==> src/rtl/pipelined_shifter_arbiter.sv <==
`default_nettype none
// ============================================================================
//  Module   : pipelined_shifter_core / pipelined_shifter_arbiter
//  Purpose  : Round-robin sharing of one fixed-latency barrel shifter between
//             NREQ requesters. Each result returns on one shared response port,
//             tagged with the ID of its requester. Requests are credit-gated so
//             that the response FIFO can never overflow while the consumer
//             applies backpressure.
//  Ports (arbiter):
//    clk, rst_n                 clock, asynchronous active-low reset
//    req_valid_i/req_ready_o    per-requester handshake (ready one-hot or zero)
//    req_opcode_i               2 bits/requester: 00 SLL, 01 SRL, 10 SRA, 11 illegal
//    req_shamt_i, req_data_i    STAGES / WIDTH bits per requester
//    rsp_valid_o/rsp_ready_i    response handshake (FIFO head)
//    rsp_data_o, rsp_id_o       shifted result, originating requester index
//    rsp_err_o                  request carried opcode 11
//    busy_o                     work in flight or queued
//  Revision : 1.0 - initial release
// ============================================================================

// ----------------------------------------------------------------------------
// Shifter core: input register, one register per log2 shift stage, output
// register => STAGES+2 cycles of latency. Not reset; validity is tracked
// outside. Each stage's select is split into BLOCK-bit mux slices.
// ----------------------------------------------------------------------------
module pipelined_shifter_core #(
  parameter  int WIDTH  = 32,
  parameter  int BLOCK  = 16,
  localparam int STAGES = $clog2(WIDTH)
) (
  input  logic              clk,
  input  logic              v_in_i,
  input  logic [1:0]        opcode_i,
  input  logic [STAGES-1:0] shamt_i,
  input  logic [WIDTH-1:0]  din_i,
  output logic [WIDTH-1:0]  dout_o
);
  localparam int NBLK = WIDTH / BLOCK;

  logic [WIDTH-1:0]  data_q  [STAGES+1];
  logic [STAGES-1:0] shamt_q [STAGES];
  logic              left_q  [STAGES];
  // Bit shifted in from the top on right shifts: sign for SRA, 0 for SRL.
  logic              fill_q  [STAGES];
  logic [WIDTH-1:0]  dout_q;
  logic [WIDTH-1:0]  w_stage_d [STAGES];

  for (genvar k = 0; k < STAGES; k++) begin : g_stage
    localparam int SH = 1 << k;
    logic [WIDTH-1:0] w_sll;
    logic [WIDTH-1:0] w_srx;
    assign w_sll = data_q[k] << SH;
    assign w_srx = {{SH{fill_q[k]}}, data_q[k][WIDTH-1:SH]};
    for (genvar b = 0; b < NBLK; b++) begin : g_blk
      assign w_stage_d[k][b*BLOCK +: BLOCK] =
        !shamt_q[k][k] ? data_q[k][b*BLOCK +: BLOCK] :
        left_q[k]      ? w_sll[b*BLOCK +: BLOCK]     :
                         w_srx[b*BLOCK +: BLOCK];
    end
  end

  always_ff @(posedge clk) begin
    if (v_in_i) begin
      data_q[0]  <= din_i;
      shamt_q[0] <= shamt_i;
      left_q[0]  <= (opcode_i == 2'b00);
      fill_q[0]  <= (opcode_i == 2'b10) & din_i[WIDTH-1];
    end
    for (int k = 0; k < STAGES; k++) begin
      data_q[k+1] <= w_stage_d[k];
    end
    for (int k = 0; k < STAGES-1; k++) begin
      shamt_q[k+1] <= shamt_q[k];
      left_q[k+1]  <= left_q[k];
      fill_q[k+1]  <= fill_q[k];
    end
    dout_q <= data_q[STAGES];
  end

  assign dout_o = dout_q;
endmodule

// ----------------------------------------------------------------------------
// Arbiter top
// ----------------------------------------------------------------------------
module pipelined_shifter_arbiter #(
  parameter  int WIDTH      = 32,
  parameter  int BLOCK      = 16,
  parameter  int NREQ       = 4,
  parameter  int FIFO_DEPTH = 8,
  localparam int STAGES     = $clog2(WIDTH),
  localparam int IDW        = $clog2(NREQ)
) (
  input  logic                   clk,
  input  logic                   rst_n,
  input  logic [NREQ-1:0]        req_valid_i,
  output logic [NREQ-1:0]        req_ready_o,
  input  logic [2*NREQ-1:0]      req_opcode_i,
  input  logic [STAGES*NREQ-1:0] req_shamt_i,
  input  logic [WIDTH*NREQ-1:0]  req_data_i,
  output logic                   rsp_valid_o,
  input  logic                   rsp_ready_i,
  output logic [WIDTH-1:0]       rsp_data_o,
  output logic [IDW-1:0]         rsp_id_o,
  output logic                   rsp_err_o,
  output logic                   busy_o
);
  localparam int PTRW = $clog2(FIFO_DEPTH);
  localparam int CNTW = PTRW + 1;
  localparam int TAGN = STAGES + 2;
  localparam logic [CNTW:0] DEPTH_W = (CNTW+1)'(FIFO_DEPTH);

  // ---------------- state ----------------
  logic [IDW-1:0]   ptr_q, ptr_d;
  logic [CNTW-1:0]  inflight_q, inflight_d;
  logic [CNTW-1:0]  fifo_cnt_q, fifo_cnt_d;
  logic [PTRW-1:0]  wr_ptr_q, rd_ptr_q;
  logic             tag_v_q   [TAGN];
  logic [IDW-1:0]   tag_id_q  [TAGN];
  logic             tag_err_q [TAGN];
  logic [WIDTH-1:0] fifo_data_q [FIFO_DEPTH];
  logic [IDW-1:0]   fifo_id_q   [FIFO_DEPTH];
  logic             fifo_err_q  [FIFO_DEPTH];

  // ---------------- combinational ----------------
  logic              w_gnt_any;
  logic [IDW-1:0]    w_gnt_idx;
  logic [IDW-1:0]    w_cand;
  logic              w_credit_ok;
  logic              w_accept;
  logic [1:0]        w_op;
  logic [STAGES-1:0] w_shamt;
  logic [WIDTH-1:0]  w_din;
  logic              w_err;
  logic [1:0]        w_core_op;
  logic [WIDTH-1:0]  w_core_dout;
  logic              w_push;
  logic              w_pop;

  // Circular search starting just after the last accepted requester.
  always_comb begin
    w_gnt_any = 1'b0;
    w_gnt_idx = '0;
    w_cand    = '0;
    for (int k = 1; k <= NREQ; k++) begin
      w_cand = IDW'((int'(ptr_q) + k) % NREQ);
      if (!w_gnt_any && req_valid_i[w_cand]) begin
        w_gnt_any = 1'b1;
        w_gnt_idx = w_cand;
      end
    end
  end

  // Credits cover both results still in the core and results queued, so a
  // result leaving the core always finds a free FIFO slot.
  assign w_credit_ok = ({1'b0, inflight_q} + {1'b0, fifo_cnt_q}) < DEPTH_W;
  assign w_accept    = w_gnt_any & w_credit_ok;
  assign req_ready_o = w_accept ? (NREQ'(1) << w_gnt_idx) : '0;

  always_comb begin
    w_op    = 2'b00;
    w_shamt = '0;
    w_din   = '0;
    for (int i = 0; i < NREQ; i++) begin
      if (w_gnt_idx == IDW'(i)) begin
        w_op    = req_opcode_i[2*i +: 2];
        w_shamt = req_shamt_i[STAGES*i +: STAGES];
        w_din   = req_data_i[WIDTH*i +: WIDTH];
      end
    end
  end

  // Illegal opcode still produces a result (as SRL) but is flagged.
  assign w_err     = (w_op == 2'b11);
  assign w_core_op = w_err ? 2'b01 : w_op;

  pipelined_shifter_core #(
    .WIDTH (WIDTH),
    .BLOCK (BLOCK)
  ) u_core (
    .clk      (clk),
    .v_in_i   (w_accept),
    .opcode_i (w_core_op),
    .shamt_i  (w_shamt),
    .din_i    (w_din),
    .dout_o   (w_core_dout)
  );

  // Tag pipe runs parallel to the core; its last stage lines up with dout.
  always_ff @(posedge clk or negedge rst_n) begin
    if (!rst_n) begin
      for (int k = 0; k < TAGN; k++) begin
        tag_v_q[k]   <= 1'b0;
        tag_id_q[k]  <= '0;
        tag_err_q[k] <= 1'b0;
      end
    end else begin
      tag_v_q[0]   <= w_accept;
      tag_id_q[0]  <= w_gnt_idx;
      tag_err_q[0] <= w_err;
      for (int k = 1; k < TAGN; k++) begin
        tag_v_q[k]   <= tag_v_q[k-1];
        tag_id_q[k]  <= tag_id_q[k-1];
        tag_err_q[k] <= tag_err_q[k-1];
      end
    end
  end

  assign w_push = tag_v_q[TAGN-1];
  assign w_pop  = (fifo_cnt_q != '0) & rsp_ready_i;

  assign ptr_d      = w_accept ? w_gnt_idx : ptr_q;
  assign inflight_d = inflight_q + CNTW'(w_accept) - CNTW'(w_push);
  assign fifo_cnt_d = fifo_cnt_q + CNTW'(w_push) - CNTW'(w_pop);

  always_ff @(posedge clk or negedge rst_n) begin
    if (!rst_n) begin
      ptr_q      <= IDW'(NREQ - 1);
      inflight_q <= '0;
      fifo_cnt_q <= '0;
      wr_ptr_q   <= '0;
      rd_ptr_q   <= '0;
    end else begin
      ptr_q      <= ptr_d;
      inflight_q <= inflight_d;
      fifo_cnt_q <= fifo_cnt_d;
      if (w_push) wr_ptr_q <= wr_ptr_q + PTRW'(1);
      if (w_pop)  rd_ptr_q <= rd_ptr_q + PTRW'(1);
    end
  end

  // Storage needs no reset: entries are only visible through fifo_cnt_q.
  always_ff @(posedge clk) begin
    if (w_push) begin
      fifo_data_q[wr_ptr_q] <= w_core_dout;
      fifo_id_q[wr_ptr_q]   <= tag_id_q[TAGN-1];
      fifo_err_q[wr_ptr_q]  <= tag_err_q[TAGN-1];
    end
  end

  // Head fields are forced to zero when empty so reset/idle outputs are clean.
  assign rsp_valid_o = (fifo_cnt_q != '0);
  assign rsp_data_o  = rsp_valid_o ? fifo_data_q[rd_ptr_q] : '0;
  assign rsp_id_o    = rsp_valid_o ? fifo_id_q[rd_ptr_q]   : '0;
  assign rsp_err_o   = rsp_valid_o ? fifo_err_q[rd_ptr_q]  : 1'b0;
  assign busy_o      = (inflight_q != '0) | (fifo_cnt_q != '0);

  a_no_overflow: assert property (@(posedge clk) disable iff (!rst_n)
    !(w_push && (fifo_cnt_q == CNTW'(FIFO_DEPTH))));
endmodule
`default_nettype wire

==> config.mk <==
export PLATFORM = sky130hd
export DESIGN_NAME = pipelined_shifter_arbiter
export DESIGN_NICKNAME = d
export VERILOG_FILES = /design/src/rtl/pipelined_shifter_arbiter.sv
export SDC_FILE = /design/constraint.sdc
export NUM_CORES = 1
export LEC_CHECK = 0
export ABC_AREA = 1
export CORE_MARGIN = 3
export CORE_UTILIZATION = 35
export DETAILED_ROUTE_END_ITERATION = 8
export GPL_TIMING_DRIVEN = 0
export PLACE_DENSITY = 0.57
export SYNTH_ARGS = -nofsm -noshare
export SYNTH_HDL_FRONTEND = slang
export SYNTH_SLANG_ARGS = --single-unit
==> constraint.sdc <==
create_clock -name clk -period 4.1 [get_ports clk]
set_input_delay 0.615 -clock clk [delete_from_list [all_inputs] [get_ports clk]]
set_output_delay 0.615 -clock clk [all_outputs]
set_load 0.005 [all_outputs]
=== Word-level counts from Yosys, hierarchy flattened ===
Memories as Yosys holds them, arrays and structs flattened. A register that Yosys moved wholly into a read port is not among the register bits.
Cells that the tools add are included.

* Add/sub/neg operators: 11
* $lt $le $gt $ge: 5
* Bitwise operators: 4
* Eq/ne operators: 5
* Reductions and logical operators: 10
* Multiplexer cells: 57
* Shift operators: 1

{| class="wikitable"
|+ Operators by type and width
! kind !! count
|-
| 2-to-1 mux 16 bit || 20
|-
| 2-to-1 mux 32 bit || 5
|-
| 2-to-1 mux 2 bit || 10
|-
| 2-to-1 mux 5 bit || 4
|-
| 2-to-1 mux 1 bit || 13
|-
| < comparator 2 x 3 -> 1 bit, second input constant || 4
|-
| adder 4 x 1 -> 4 bit || 2
|-
| binary-select mux 1 bit (select 2 bit) || 4
|-
| equality test 2 bit, second input constant || 4
|-
| nonzero test 4 bit || 2
|-
| subtractor 4 x 1 -> 4 bit || 2
|-
| adder 3 x 1 -> 3 bit, second input constant || 2
|-
| adder 4 x 4 -> 5 bit || 1
|-
| < comparator 5 x 4 -> 1 bit, second input constant || 1
|-
| adder 2 x 1 -> 2 bit, second input constant || 2
|-
| adder 2 bit, second input constant || 2
|-
| logical NOT 2 bit || 2
|-
| 2-to-1 mux 4 bit || 1
|-
| left shift 1 x 2 -> 4 bit, first input constant || 1
|-
| AND 1 bit || 3
|-
| logical AND 1 bit || 3
|-
| logical NOT 1 bit || 3
|-
| equality test 2 x 1 -> 1 bit, second input constant || 1
|-
| OR 1 bit || 1
|}

* Memory bits (writable): 507
* Logic and storage cells: 126
* Output and inout port bits: 41
* Bits of input ports: 163
* Memories kept: 7
* Register bits after elaboration: 44

{| class="wikitable"
|+ Memory list
! memory !! depth !! bits a word !! read ports !! clocked after Yosys merged registers in !! write ports !! line !! source
|-
| fifo_data_q || 8 || 32 || 1 || 0 || 1 || 121 || <nowiki>logic [WIDTH-1:0] fifo_data_q [FIFO_DEPTH];</nowiki>
|-
| u_core.data_q || 6 || 32 || 6 || 1 || 6 || 40 || <nowiki>logic [WIDTH-1:0] data_q [STAGES+1];</nowiki>
|-
| u_core.shamt_q || 5 || 5 || 5 || 0 || 5 || 41 || <nowiki>logic [STAGES-1:0] shamt_q [STAGES];</nowiki>
|-
| fifo_id_q || 8 || 2 || 1 || 0 || 1 || 122 || <nowiki>logic [IDW-1:0] fifo_id_q [FIFO_DEPTH];</nowiki>
|-
| fifo_err_q || 8 || 1 || 1 || 0 || 1 || 123 || <nowiki>logic fifo_err_q [FIFO_DEPTH];</nowiki>
|-
| u_core.fill_q || 5 || 1 || 5 || 0 || 5 || 44 || <nowiki>logic fill_q [STAGES];</nowiki>
|-
| 1 more memories || -- || -- || -- || -- || -- || -- ||
|}

=== Depth between registers and ports, before layout ===
Gate-level depths: netlist of the first run.

* Depth in word-level cells: 22
* Depth in mapped cells: 16
* Mapped depth without buffers: 15

=== Cells and area by module ===
From an unflattened synthesis of the first run, not the netlist that was laid out.

* Cell total of the unflattened synthesis: 2377
* Area total of the unflattened synthesis: 22958.3 µm²

{| class="wikitable"
|+ Modules (own cells, without submodules)
! module !! seq. area each (µm²) !! cells an instance !! area each (µm²) !! instances
|-
| pipelined_shifter_arbiter || 9511.6 || 1212 || 13797.0 || 1
|-
| pipelined_shifter_core || 5375.2 || 1165 || 9161.3 || 1
|}

=== Least setup slack after synthesis of the first run ===
No wires, ideal clock.

* Kind: register -> output
* From: reg inflight_q[1]
* To: out req_ready_o[1]
* Cell stages (with the launch flop): 8
* Slack: 0.902 ns
* Data required time: 3.485 ns
* Arrival time: 2.583 ns
* Buffers on the path: 0
* Cell sequence: dfrtp_1 -> ha_1 -> a31o_2 -> a2111oi_0 -> nand2_1 -> inv_1 -> nand2_1 -> nor2_1

* Longest elaborated chain between the ends: 4

{| class="wikitable"
|+ Ends and longest elaborated chain
! what !! line !! source
|-
| from (decl) || 115 || <nowiki>logic [CNTW-1:0] inflight_q, inflight_d;</nowiki>
|-
| from (signal assigned) || 225 || <nowiki>inflight_q <= inflight_d;</nowiki>
|-
| adder 4 x 4 -> 5 bit || 156 || <nowiki>assign w_credit_ok = ({1'b0, inflight_q} + {1'b0, fifo_cnt_q}) < DEPTH_W;</nowiki>
|-
| < comparator 5 x 4 -> 1 bit || 156 ||
|-
| AND 1 bit || 157 || <nowiki>assign w_accept = w_gnt_any & w_credit_ok;</nowiki>
|-
| net u_core.v_in_i || 32 || <nowiki>input logic v_in_i,</nowiki>
|-
| 2-to-1 mux 4 bit || 158 || <nowiki>assign req_ready_o = w_accept ? (NREQ'(1) << w_gnt_idx) : '0;</nowiki>
|-
| to (decl) || 97 || <nowiki>output logic [NREQ-1:0] req_ready_o,</nowiki>
|}

The timed path passes the listed nets, and every way through them passes these cells.

=== Final worst setup path of the first run ===
* From: reg rd_ptr_q[1]
* To: out rsp_data_o[22]

* Longest elaborated chain between the ends: 2

{| class="wikitable"
|+ Ends and longest elaborated chain
! what !! line !! source
|-
| from (decl) || 117 || <nowiki>logic [PTRW-1:0] wr_ptr_q, rd_ptr_q;</nowiki>
|-
| from (signal assigned) || 228 || <nowiki>if (w_pop) rd_ptr_q <= rd_ptr_q + PTRW'(1);</nowiki>
|-
| memory (8 x 32 bit) || -- ||
|-
| 2-to-1 mux 32 bit || 243 || <nowiki>assign rsp_data_o = rsp_valid_o ? fifo_data_q[rd_ptr_q] : '0;</nowiki>
|-
| to (decl) || 103 || <nowiki>output logic [WIDTH-1:0] rsp_data_o,</nowiki>
|}

No other way between the ends.

==> impl_metrics.yaml, run 1 <==
worst_setup_path:
  critPathArrivalTime_ns: 3.33
  crit_slowest_cell: "clkdlybuf4s50_1"
  critPathKind: "reg2out"
  crit_chain: "clkbuf_2, clkinv_2, clkbuf_1, nor2_1, o21ai_0, a31oi_1, clkdlybuf4s50_1"
  cp_top_family: "buffers and inverters"
  critPathLaunchType: "register"
  cp-end-kind: "primary output"
  required_ns: 3.48
  crit_buf_inv: 4
  crit_path_max_incr_delay_ns: 0.58
  crit_fanout: 17
sta:
  setup_violations: 0
  fin_skew_ns: 0.0265
  fmax_ghz: 0.253
  tightest_slew_ns: 0.757
  relSlewSlack_pct: 49.5
  holdWs_ns: 0.326
  drv_slew: 0
  hold_violations: 0
  fin_crit_ns: 3.95
  min_period_over_period_pct: 96.3
  rsz0062_at_grt: "false"
clock_network:
  cts_tree: "built"
  clk_path_buf_depth: 3
  clkLatencyLatePin_ns: 0.62
  clkTransAtPathRegs_ns: 0.06
  h-tree-depth: 2
  cts_buffers: 59
  cts.sinks: 573
  clockRootBuffer: "clkbuf_16"
detailed_routing:
  num_vias: 15900
  post_drt_wl_per_cell_um: 17.9
  first_iter_violations: 1086
  wl_um: 58000
  drc: 0
  drt-pass1-iter-count: 5
  ant_nets: 0
  via_per_inst: 4.90
power_and_ir_drop:
  peakVddDrop_mv: 0.510
  p_int_mw: 15.2
  pwr-share-seq_pct: 39.8
  swShare_pct: 38.6
  p_switching_mw: 9.60
  p_comb_share_pct: 38.8
  leakage_nw: 10.2
  power_density_mw_per_mm2: 911
  p_clk_share_pct: 21.4
placement:
  gp_congestion: 0.910
  port_buffers: 203
  hpwl_um: 41800
hold_path:
  hold_path.class: "reg2reg"
logic_synthesis:
  synth_cell_types: 39
  syn-cell-area_mm2: 0.0219
  synth.avg_cell_area_um2: 10.5
  synth_nets: 2259
  synth.top_cell.area_share_pct: 43.8
  netlist_instances: 2079
  ys_seq_area_share_pct: 68.0
  yosys_register_bits: 573
  ys.flop_type: "edfxtp_1"
  synth_enable_flop_cells: 319
  async_flop_share_pct: 7.68
  yosysTopAreaCell: "edfxtp_1"
  ys_warn_count: 0
  synthTopCellsByArea: "edfxtp_1, dfxtp_1, o21ai_0"
floorplan:
  ios: 204
  die_y_um: 256
  num_rows: 91
  initial_utilization_pct: 35.4
  die-area_mm2: 0.0656
  core-area_mm2: 0.0618
  die_x_um: 256
global_routing:
  grt_pass1_wl_um: 90700
  antenna_found_initial: 0
  grt-ovfl-total: 0
  grt_pass1_vias: 16000
  gr-usage-all-layers_pct: 17.4
  grt_start_max_net_pins: 45
final_layout:
  n_antenna_cell: 0
  final_cell_mix: "nand2_1, edfxtp_1, o21ai_0"
  drive_gt1_share_pct: 6.99
  final_core_util_pct: 44.1
  areaGrowthSynthToFinish_pct: 24.6
  layout.nets: 2534
  layout_commonest_cell: "nand2_1"
flow_run:
  maxCapViolCount: 0
outcome:
  status: "complete, no violations"
==> kinds of logic (layout without fill, tap and decap cells) <==
group           after synthesis  in the layout  share of synthesized area [%]
simple gates                739            739                           13.7
xor+xnor                      7              7                          0.280
flops                       573            573                           68.0
compound gates              503            503                           12.7
fa+ha+maj                    17             17                           1.04
buf+inv                     240            565                           4.32
==> registers in the layout, summed over array words and instances (netlist names) <==
signal / flops
fifo_data_q: 256
u_core.data_q: 192
u_core.dout_o: 32
fifo_id_q: 16
u_core.shamt_q: 15
tag_id_q: 14
fifo_err_q: 8
tag_err_q: 7
tag_v_q: 6
u_core.fill_q: 5
u_core.left_q: 5
fifo_cnt_q: 4
inflight_q: 4
rd_ptr_q: 3
wr_ptr_q: 3
ptr_q: 2
w_push: 1
==> per-layer routing <==
metal	vias to the layer above	GRT usage, %	share of wire [%]
met1	7473	20.7	41
met4	0	6.54	3.1
met5	-	0	0
met3	114	2.91	5.3
met2	542	31.6	51
li1	7752	-	-
==> power groups by stage <==
stage	clock network [mW]	logic (mW)	registers [mW]
detailed placement	0	9.56	10.0
global placement	0	9.32	9.99
global route	5.70	10.8	10.1
floorplan	0	5.94	9.45
finish	5.32	9.63	9.89
CTS	5.45	9.68	9.89
==> cells in the mapped netlist, types with 2 or more instances <==
cell type and count:
nand2_1 374, edfxtp_1 319, o21ai_0 292, nor2_1 289, dfxtp_1 210, inv_1 111
clkbuf_1 99, a31oi_1 94, a21oi_1 45, dfrtp_1 42, nand4_1 42, o22ai_1 39
a22oi_1 28, nand3_1 19, ha_1 15, buf_2 9, buf_1 7, buf_4 5
inv_2 5, nor2_4 5, xnor2_1 4, nand2_2 3, xor2_1 3, buf_6 2
clkinv_1 2, dfstp_2 2, fa_1 2
==> final timing paths <==
check	from	endpoint	slack [ns]	cells past startpoint
setup / recovery	rd_ptr_q[1]	rsp_data_o[22]	0.15	7
hold / removal	u_core.data_q[5][30]	u_core.dout_o[30]	0.33	0
setup reg to reg	inflight_q[1]	inflight_q[2]	1.22	11
hold reg to reg	u_core.data_q[5][30]	u_core.dout_o[30]	0.33	0
max in group asynchronous	rst_n	tag_err_q[4]	3.29	3
min in group asynchronous	rst_n	tag_v_q[6]	0.39	2
==> metrics by stage <==
stage | setup TNS, ns | power, mW | cells | setup slack, ns | cell area, um^2
global route | 0 | 26.6 | 3241 | 0.00135 | 27300
global placement | -19.14 | 19.3 | 3119 | -0.382 | 25000
finish | 0 | 24.8 | 3241 | 0.153 | 27300
CTS | 0 | 25.0 | 3240 | 0.00456 | 27200
floorplan | 0 | 15.4 | 2079 | 0.902 | 21900
detailed placement | 0 | 19.6 | 3128 | 0.0930 | 25200
==> cell type report <==
type,instances,area (um^2)
clock inverter,26,272
fill,5802,34600
multi-input combinational,1266,6120
tap,837,1050
buffer,121,518
sequential,573,14900
timing repair buffer,215,2240
inverter,118,470
clock buffer,85,1710
==> timing repair <==
action / in CTS / in global routing
pin swaps: 0 / 1
hold buffers: 1 / 0
endpoints found under the setup margin: 25 / 7
gates resized for setup: 20 / 6
buffers inserted: 0 / 2
endpoints found under the hold margin: 4 / 0
No activity file was read; power rests on OpenSTA's default activity.
==> inputs of run 2 (changes only) <==
==> constraint.sdc (replaced) <==
create_clock -name clk -period 4 [get_ports clk]
set_input_delay 0.6 -clock clk [delete_from_list [all_inputs] [get_ports clk]]
set_output_delay 0.6 -clock clk [all_outputs]
set_load 0.005 [all_outputs]
==> impl_metrics.yaml, run 2 (synthesized netlist as in run 1, its figures left out) <==
global_routing:
  antenna_found_initial: 0
  grt-ovfl-total: 0
  grt_pass1_wl_um: 90700
  grt_pass1_vias: 16000
  gr-usage-all-layers_pct: 17.4
  grt_start_max_net_pins: 45
worst_setup_path:
  required_ns: 3.40
  crit_slowest_cell: "clkdlybuf4s50_1"
  crit_fanout: 10
  cp-end-kind: "primary output"
  r2r-start: "inflight_q[1]"
  crit_buf_inv: 4
  cp_top_family: "buffers and inverters"
  critPathArrivalTime_ns: 3.26
  crit_chain: "inv_1, clkbuf_2, clkbuf_2, o21ai_0, o22ai_1, o21ai_0, a31oi_1, clkdlybuf4s50_1"
  crit_path_start: "rd_ptr_q[0]"
  crit_path_max_incr_delay_ns: 0.59
  critPathLaunchType: "register"
  critPathKind: "reg2out"
power_and_ir_drop:
  leakage_nw: 10.3
  pwr-share-seq_pct: 39.8
  power_density_mw_per_mm2: 934
  peakVddDrop_mv: 0.522
  swShare_pct: 38.7
  p_switching_mw: 9.85
  p_clk_share_pct: 21.4
  p_int_mw: 15.6
  p_comb_share_pct: 38.8
clock_network:
  clkTransAtPathRegs_ns: 0.06
  clk_path_buf_depth: 3
  clkLatencyLatePin_ns: 0.62
  cts_tree: "built"
  cts.sinks: 573
  h-tree-depth: 2
  cts_buffers: 59
  clockRootBuffer: "clkbuf_16"
sta:
  hold_violations: 0
  fmax_ghz: 0.259
  min_period_over_period_pct: 96.5
  drv_slew: 0
  setup_violations: 0
  tightest_slew_ns: 0.791
  holdWs_ns: 0.326
  fin_crit_ns: 3.86
  relSlewSlack_pct: 47.3
  fin_skew_ns: 0.0267
final_layout:
  largest_reg_flops: 256
  n_antenna_cell: 0
  layout_commonest_cell: "nand2_1"
  areaGrowthSynthToFinish_pct: 24.7
  top_register: "fifo_data_q"
  layout.nets: 2534
  fin_area_mm2: 0.0273
  fin_cells: 3241
  drive_gt1_share_pct: 7.24
  final_cell_mix: "nand2_1, edfxtp_1, o21ai_0"
detailed_routing:
  ant_nets: 0
  first_iter_violations: 1184
  num_vias: 15800
  wl_um: 58000
  post_drt_wl_per_cell_um: 17.9
  drc: 0
  via_per_inst: 4.87
  drt-pass1-iter-count: 6
floorplan:
  num_rows: 91
  core-area_mm2: 0.0618
  die_x_um: 256
  ios: 204
  die-area_mm2: 0.0656
  die_y_um: 256
  initial_utilization_pct: 35.4
placement:
  gp_congestion: 0.910
  port_buffers: 203
  hpwl_um: 41800
  dpl.cell_count: 3128
  place_area_mm2: 0.0252
hold_path:
  holdCritStartpoint: "u_core.data_q[5][30]"
  hold_path.class: "reg2reg"
outcome:
  status: "complete, no violations"
flow_run:
  maxCapViolCount: 0
==> run 2: path summary, 6_finish.rpt <==
| check | cells after the start | slack (ns) | to |
|---|---|---|---|
| worst max-delay path | 8 | 0.14 | rsp_data_o[23] |
| worst max register to register | 11 | 1.13 | inflight_q[2] |
| min in group asynchronous | 2 | 0.38 | tag_v_q[6] |
| worst min-delay path | 0 | 0.33 | u_core.dout_o[30] |
| worst min register to register | 0 | 0.33 | u_core.dout_o[30] |
| max in group asynchronous | 3 | 3.20 | tag_err_q[4] |
==> run 2: area by class of cell <==
class                   count  area (um^2)
plain buffers             122          533
fillers                  5810        34500
well taps                 837         1050
clock inverters            26          272
clock buffers              85         1710
inverters                 118          470
flip-flops and latches    573        14900
multi-input cells        1266         6140
repair buffers            214         2230
==> run 2: power by group through the flow <==
stage / combinational [mW] / clock [mW] / sequential [mW]
2_1_floorplan: 6.09 / 0 / 9.69
3_3_place_gp: 9.56 / 0 / 10.2
3_5_place_dp: 9.79 / 0 / 10.3
4_1_cts: 9.95 / 5.59 / 10.1
5_1_grt: 11.1 / 5.84 / 10.3
6_report: 9.90 / 5.46 / 10.1
==> run 2: stage by stage <==
step / setup TNS, ns / total power, mW / setup slack [ns] / util (%)
after global placement: -34.38 / 19.8 / -0.452 / 40.4
final: 0 / 25.5 / 0.139 / 44.1
after floorplan: 0 / 15.8 / 0.817 / -
after global routing: -0.00369 / 27.3 / -0.00358 / 44.1
after detailed placement: 0 / 20.1 / 0.0230 / 40.8
after CTS: 0 / 25.7 / 0.0216 / 44.1
==> run 2: layer usage <==
layer / vias up / wire length, um / GRT usage [%]
li1: 7740 / - / -
met1: 7414 / 23800 / 20.7
met2: 533 / 29500 / 31.6
met3: 102 / 3000 / 2.91
met4: 0 / 1790 / 6.54
met5: - / 0 / 0
==> run 2: what timing repair did <==
action,CTS,global route
gates resized for setup,23,17
hold endpoints to repair,4,0
setup endpoints to repair,36,17
hold buffers,1,0
pin swaps,1,0
buffers inserted,1,0
==> inputs of run 3 (changes only) <==
--- a/config.mk
+++ b/config.mk
@@ -8,9 +8,11 @@
 export ABC_AREA = 1
 export CORE_MARGIN = 3
 export CORE_UTILIZATION = 35
+export CTS_CLUSTER_SIZE = 10
 export DETAILED_ROUTE_END_ITERATION = 8
 export GPL_TIMING_DRIVEN = 0
 export PLACE_DENSITY = 0.57
+export SLEW_MARGIN = 30
 export SYNTH_ARGS = -nofsm -noshare
 export SYNTH_HDL_FRONTEND = slang
 export SYNTH_SLANG_ARGS = --single-unit
==> impl_metrics.yaml, run 3 (synthesized netlist as in run 1, its figures left out) <==
sta:
  worst_slack_ns: 0.161
  fin_crit_ns: 3.84
  rsz0062_at_grt: "false"
  holdWs_ns: 0.0241
  relSlewSlack_pct: 46.6
  tightest_slew_ns: 0.801
  fin_skew_ns: 0.0207
  min_period_over_period_pct: 96.0
  drv_slew: 0
  hold_violations: 0
  setup_violations: 0
  fmax_ghz: 0.260
worst_setup_path:
  crit_slowest_cell: "clkdlybuf4s50_1"
  cp-end-kind: "primary output"
  critPathKind: "reg2out"
  crit_path_max_incr_delay_ns: 0.59
  worstRegToRegCells: 10
  crit_buf_inv: 4
  required_ns: 3.40
  crit_chain: "inv_1, clkbuf_2, buf_2, nor2_1, o22ai_1, o21ai_0, a31oi_1, clkdlybuf4s50_1"
  crit_fanout: 10
  cp.depth: 8
  cp_top_family: "buffers and inverters"
  critPathLaunchType: "register"
  critPathArrivalTime_ns: 3.24
detailed_routing:
  first_iter_violations: 1019
  via_per_inst: 4.92
  drt-pass1-iter-count: 6
  num_vias: 16000
  ant_nets: 0
  wl_um: 57900
  drc: 0
  post_drt_wl_per_cell_um: 17.8
global_routing:
  grt-ovfl-total: 0
  gr-usage-all-layers_pct: 17.5
  use_met1_pct: 20.8
  antenna_found_initial: 0
  grt_pass1_vias: 16000
  grtUsageMet3_pct: 3.35
  met2_usage_pct: 31.3
  grt_pass1_wl_um: 90800
  grt_start_max_net_pins: 36
  grt_busiest_layer: "met2"
power_and_ir_drop:
  total_power_mw: 25.4
  peakVddDrop_mv: 0.574
  power_density_mw_per_mm2: 927
  leakage_nw: 10.3
floorplan:
  ios: 204
  num_rows: 91
  die_y_um: 256
  die_x_um: 256
  die-area_mm2: 0.0656
  initial_utilization_pct: 35.4
  core-area_mm2: 0.0618
final_layout:
  n_antenna_cell: 0
  drive_gt1_share_pct: 6.54
  largest_reg_flops: 256
  final_cell_mix: "nand2_1, edfxtp_1, o21ai_0"
  fin_cells: 3252
  fillers: 5831
  areaGrowthSynthToFinish_pct: 25.2
  layout.nets: 2548
  final_core_util_pct: 44.3
  layout_commonest_cell: "nand2_1"
  top_register: "fifo_data_q"
clock_network:
  cts_buffers: 68
  clk_path_buf_depth: 3
  h-tree-depth: 3
  ctsHoldBuffers: 0
  clkLatencyLatePin_ns: 0.58
  clockRootBuffer: "clkbuf_16"
  cts.sinks: 573
  cts_tree: "built"
  clkTransAtPathRegs_ns: 0.06
placement:
  port_buffers: 203
  dpl.cell_count: 3135
  gp_congestion: 0.910
  hpwl_um: 42300
  pre_cts_slack_ns: 0.175
hold_path:
  hold_path.class: "in2async"
flow_run:
  maxCapViolCount: 0
outcome:
  status: "complete, no violations"
## run 3: cell types whose count changed in the layout (fill, tap and decap cells not counted), moves of 3 or more
cell	previous run	this run
clkbuf_8	7	0
clkbuf_16	62	69
inv_4	0	3
clkinv_2	15	1
bufinv_16	5	0
clkbuf_1	96	125
buf_12	8	2
buf_16	1	14
## run 3: final cells by class
| class | count | area (um^2) | area share (%) |
|---|---|---|---|
| Clock buffer | 113 | 1890 | 6.90 |
| Timing Repair Buffer | 219 | 2450 | 8.95 |
| Sequential cell | 573 | 14900 | 54.3 |
| Tap cell | 837 | 1050 | 3.82 |
| Multi-Input combinational cell | 1266 | 6120 | 22.3 |
| Buffer | 122 | 527 | 1.92 |
| Inverter | 118 | 447 | 1.63 |
| Clock inverter | 4 | 30.0 | 0.110 |
## run 3: stage by stage
stage	setup TNS [ns]	area, um^2
after floorplan	0	21900
after global placement	-34.38	25000
after detailed placement	0	25400
after CTS	0	27400
after global routing	0	27400
final	0	27400
## run 3: final timing paths
path,startpoint,slack (ns),to
hold reg to reg,u_core.data_q[5][26],0.31,u_core.dout_o[26]
max in group asynchronous,rst_n,3.46,inflight_q[0]
setup / recovery,rd_ptr_q[0],0.16,rsp_data_o[23]
setup reg to reg,inflight_q[1],1.04,inflight_q[2]
min in group clk,u_core.data_q[5][26],0.31,u_core.dout_o[26]
hold / removal,rst_n,0.02,rd_ptr_q[1]
## run 3: routing by layer
layer  routed length [um]  up-vias
met5                    0        -
met4                 1860        0
met3                 3610      109
met2                28900      544
met1                23500     7533
li1                     -     7802
## run 3: worst register-to-register path: stages (launching register included)
cell and delay [ns]:
dfrtp_1 0.44, ha_1 0.32, a31o_2 0.25, a2111oi_1 0.42
nand2_1 0.25, ha_1 0.33, inv_1 0.06, ha_1 0.16
inv_1 0.06, fa_1 0.41, xnor2_1 0.14
## run 3: repair_timing
action                                  in CTS  in global routing
endpoints found under the setup margin      37                 10
cloned                                       0                  0
pin swaps                                    0                  1
buffers inserted                             0                  0
gates resized for setup                     18                  9
## run 3: where the power goes
part	internal (mW)	total (mW)	switching (mW)	leakage (nW)
logic	3.55	9.87	6.33	4.13
clock network	3.20	5.40	2.20	0.920
registers	8.85	10.1	1.27	5.22
